<file path="src/rtl/mailbox_fifo.sv">
// Strobe-driven mailbox FIFO between the Z80 bus side and the core.
// Pushes and pops act on strobe rising edges only; error flags are sticky until cleared.
module mailbox_fifo #(
  parameter int WIDTH      = 8,
  parameter int DEPTH_LOG2 = 2
) (
  input  logic                  clk,
  input  logic                  reset,
  input  logic                  write_strobe,
  input  logic                  read_strobe,
  input  logic                  clear_flags,
  input  logic [WIDTH-1:0]      data_in,
  output logic [WIDTH-1:0]      data_out,
  output logic                  ready,
  output logic                  full,
  output logic [DEPTH_LOG2:0]   count,
  output logic                  overflow,
  output logic                  underflow
);

  localparam int DEPTH = 1 << DEPTH_LOG2;
  localparam int CW    = DEPTH_LOG2 + 1;

  logic [WIDTH-1:0]      mem_q [DEPTH];
  logic [DEPTH_LOG2-1:0] wr_ptr_q, wr_ptr_d;
  logic [DEPTH_LOG2-1:0] rd_ptr_q, rd_ptr_d;
  logic [CW-1:0]         count_q, count_d;
  logic                  ovf_q, ovf_d;
  logic                  unf_q, unf_d;
  logic                  wr_old_q, rd_old_q;
  logic                  wr_edge, rd_edge;
  logic                  empty, is_full;
  logic                  do_push, do_pop;

  always_comb begin
    wr_edge = write_strobe & ~wr_old_q;
    rd_edge = read_strobe & ~rd_old_q;
    empty   = (count_q == '0);
    is_full = (count_q == CW'(DEPTH));
    do_pop  = rd_edge & ~empty;
    // A pop in the same cycle frees the slot the write pointer sits on when full.
    do_push = wr_edge & (~is_full | do_pop);

    wr_ptr_d = wr_ptr_q + DEPTH_LOG2'(do_push);
    rd_ptr_d = rd_ptr_q + DEPTH_LOG2'(do_pop);
    count_d  = count_q + CW'(do_push) - CW'(do_pop);

    // A fresh error event beats a same-cycle clear.
    ovf_d = (wr_edge & ~do_push) | (ovf_q & ~clear_flags);
    unf_d = (rd_edge & empty)    | (unf_q & ~clear_flags);
  end

  always_ff @(posedge clk) begin
    if (reset) begin
      wr_ptr_q <= '0;
      rd_ptr_q <= '0;
      count_q  <= '0;
      ovf_q    <= 1'b0;
      unf_q    <= 1'b0;
      wr_old_q <= 1'b0;
      rd_old_q <= 1'b0;
    end else begin
      wr_ptr_q <= wr_ptr_d;
      rd_ptr_q <= rd_ptr_d;
      count_q  <= count_d;
      ovf_q    <= ovf_d;
      unf_q    <= unf_d;
      wr_old_q <= write_strobe;
      rd_old_q <= read_strobe;
    end
  end

  always_ff @(posedge clk) begin
    if (!reset && do_push) begin
      mem_q[wr_ptr_q] <= data_in;
    end
  end

  assign data_out  = empty ? '0 : mem_q[rd_ptr_q];
  assign ready     = ~empty;
  assign full      = is_full;
  assign count     = count_q;
  assign overflow  = ovf_q;
  assign underflow = unf_q;

endmodule

</file>
<file path="config.mk">
export PLATFORM = sky130hd
export DESIGN_NAME = mailbox_fifo
export DESIGN_NICKNAME = d
export VERILOG_FILES = /design/src/rtl/mailbox_fifo.sv
export SDC_FILE = /design/constraint.sdc
export NUM_CORES = 1
export LEC_CHECK = 0
export ABC_AREA = 1
export CORE_MARGIN = 2
export CORE_UTILIZATION = 29
export DETAILED_ROUTE_END_ITERATION = 10
export PLACE_DENSITY_LB_ADDON = 0.1
export SYNTH_ARGS = -nofsm -noshare
export SYNTH_HDL_FRONTEND = slang
export SYNTH_SLANG_ARGS = --single-unit
</file>
<file path="constraint.sdc">
create_clock -name clk -period 3.4 [get_ports clk]
set_input_delay 0.85 -clock clk [delete_from_list [all_inputs] [get_ports clk]]
set_output_delay 0.85 -clock clk [all_outputs]
set_load 0.005 [all_outputs]
</file>
==> flow_summary_export.csv <==
group,metric,value,unit
cts,clockBufferDepth,2,
die,start_util,30.4,%
die,dieArea,6930,um2
setup_path,cpMaxStageDelayCell,"clkdlybuf4s50_1",
die,placementRows,28,
yosys,yosys_warnings,0,
final_layout,synthToLayoutAreaGrowth,24.0,%
cts,htreeDepth,2,
yosys,syn_area,1820,um2
sta,min_period_over_period,78.7,%
global_route,track_usage,11.3,%
setup_path,r2r_end,"count[2]",
cts,cts_resized,0,
cts,hold_buffers,0,
flow_run,max-cap-violations,0,
setup_path,ff2ff_path_depth,11,
sta,slew_viol_final,0,
status,status,"complete, no violations",
sta,fmax,0.374,GHz
die,die_y,83.2,um
yosys,synth_edf_count,32,
final_layout,multi_input_area,518,um2
yosys,synth_cell_types,23,
placed_design,dp_slack,0.687,ns
die,core,5990,um2
final_layout,nNetsFinal,227,
setup_path,start_kind,"flip-flop",
sta,fin_setup_tns,0,ns
routing,ant_nets,0,
routing,wire_per_inst,13.0,um
routing,dr.pass1.iters,4,
final_layout,drive_above_1_share,9.95,%
placed_design,gp_congestion,0.759,
setup_path,crit_path_end_kind,"primary output",
cts,numCtsBuffers,5,
global_route,grt_pass1_wl,6.16,mm
yosys,synth_top_cell_by_area,"edfxtp_1",
cts,post_cts_buffers,0,
die,boundaryPins,28,
setup_path,critPathMaxFanout,18,
yosys,synthXorXnorAreaFrac,1.44,%
setup_path,cpPeakStageDelay,0.52,ns
setup_path,r2r_start,"count[1]",
yosys,synthTopCellsByArea,"edfxtp_1 (53%), dfxtp_1 (12%), nand2_1 (9.3%)",
yosys,synthMuxAreaShare,0,%
sta,finalHoldViolations,0,
die,dieWidth,83.2,um
cts,cts_tree,"built",
yosys,synth_async_sr_flop_share,0,%
routing,drc,0,
sta,slew_headroom,72.5,%
yosys,syn-num-nets,193,
yosys,synth.avg_cell_area,10.3,um2
global_route,grt_pass1_vias,1212,
final_layout,n_antenna_cell,0,
yosys,synth-simple-area-share,18.2,%
global_route,grt_max_degree,19,
global_route,antenna_found_initial,0,
sta,setup-violations-final,0,
setup_path,crit_top_cell,"nand2_1",
routing,viasPerCell,4.27,
yosys,synth_commonest_cells,"nand2_1 (45), nor2_1 (33), edfxtp_1 (32), inv_1 (14), dfxtp_1 (11)",
routing,drt_iter0_markers,90,
min_path,hp-class,"reg -> reg",
final_layout,fillers,583,
power,ir_drop,0.000209,V
routing,routed_wl,3.70,mm
sta,rsz0062_at_grt,"false",
yosys,synth_top_family_by_area,"simple AND/OR/NAND/NOR gates",
min_path,min_delay_path_depth,2,
sta,finClkSkew,0.00571,ns
yosys,yosysSeqAreaShare,64.9,%
setup_path,worstPathArrival,1.82,ns
cts,root_buffer,"clkbuf_8",
yosys,synth_seq_cells,43,
power,p_leak,0.880,nW
cts,cts.sinks,43,
sta,final.setup.worst_slack,0.725,ns
min_path,whs_endpoint,"underflow",
min_path,hp-start,"underflow",
sta,tightest_slew,0.410,ns
yosys,netlist.area_leader.share,52.8,%
yosys,synth_ff_type,"edfxtp_1",
yosys,syn_inst,176,
cts,clkTransAtPathRegs,0.08,ns
placed_design,post-dp-hpwl,2.55,mm
yosys,synth_compound_area_share,5.64,%
yosys,synth-adder-area-share,3.16,%
global_route,grt_overflow,0,
power,powerDensity,653,nW/um2
cts,clk_latency,0.29,ns
yosys,yosysMostFrequentCell,"nand2_1",
sta,period_needed,2.67,ns
setup_path,cp.required,2.55,ns
routing,via_count,1220,
final_layout,regArea,1180,um2
placed_design,io_buffers,27,
setup_path,path_class,"reg -> out",
final_layout,fin_util,37.7,%
setup_path,reg2reg_slack,1.63,ns
setup_path,path_cells,"buf_4, inv_6, nand2_1, nand2_1, nand2_1, a21oi_1, clkdlybuf4s50_1",
-- cell type report --
cell class	count	area share, %
Clock inverter	3	0.665
Clock buffer	5	3.05
Timing Repair Buffer	32	13.6
Inverter	18	3.22
Multi-Input combinational cell	110	22.9
Sequential cell	43	52.3
Tap cell	75	4.16
-- stage by stage --
stage	total power, W	cells	hold WS (ns)	area [um2]
floorplan	0.000948	176	0.460	1820
global placement	0.00119	278	0.462	2170
detailed placement	0.00119	278	0.460	2170
CTS	0.00151	286	0.471	2260
global route	0.00158	286	0.490	2260
finish	0.00147	286	0.467	2260
-- power by group --
group          switching, W  internal (W)  leakage [nW]  total (W)
Combinational      0.000274      0.000253         0.461   0.000527
Sequential        0.0000304      0.000606         0.380   0.000636
Clock              0.000172      0.000140        0.0392   0.000311
Total              0.000476      0.000998         0.880    0.00147
-- logic make-up after synthesis --
family / Yosys count
AND/OR/NAND/NOR: 84
flip-flops: 43
buffers and inverters: 23
adder cells (fa/ha/maj): 4
AO/OA/AOI/OAI: 19
XOR/XNOR: 3
-- how the worst max path moves through the flow --
| stage | slack (ns) | to | start | depth (start not counted) |
|---|---|---|---|---|
| global placement | 0.71 | mem_q[2][3] | read_strobe | 8 |
| finish | 0.73 | data_out[7] | rd_ptr_q[0] | 7 |
| global route | 0.59 | data_out[3] | rd_ptr_q[0] | 7 |
| CTS | 0.70 | data_out[7] | rd_ptr_q[0] | 7 |
| floorplan | 1.33 | count[1] | read_strobe | 10 |
| detailed placement | 0.69 | mem_q[2][3] | read_strobe | 8 |
-- registers in the layout (all words and copies together) (netlist names) --
| register | cells |
|---|---|
| overflow | 1 |
| mem_q | 32 |
| count | 3 |
| wr_ptr_q | 2 |
| rd_ptr_q | 2 |
| wr_old_q | 1 |
| rd_old_q | 1 |
| underflow | 1 |
-- cell usage in the layout, fill, tap and decap left out, drive strengths merged, types with 5 or more instances in the layout --
cell type and instances:
nand2 47, nor2 34, edfxtp 32, clkdlybuf4s50 27, inv 18, dfxtp 11, a21oi 10, o21ai 9
clkbuf 5, buf 5
-- worst max-delay path, delay by kind of cell, from the launching register on --
kind / cells / cell delay [ns]
buffers and inverters: 3 / 0.86
and+or+nand+nor: 3 / 0.18
AOI/OAI and AO/OA: 1 / 0.17
DFF: 1 / 0.30
-- layer usage --
| metal | global-route usage [%] | share of wire [%] |
|---|---|---|
| met1 | 15.3 | 51 |
| met4 | 3.58 | 0.62 |
| met5 | 0 | 0 |
| met2 | 17.3 | 45 |
| met3 | 3.48 | 3.8 |
Power figures use the tool's default switching activity.
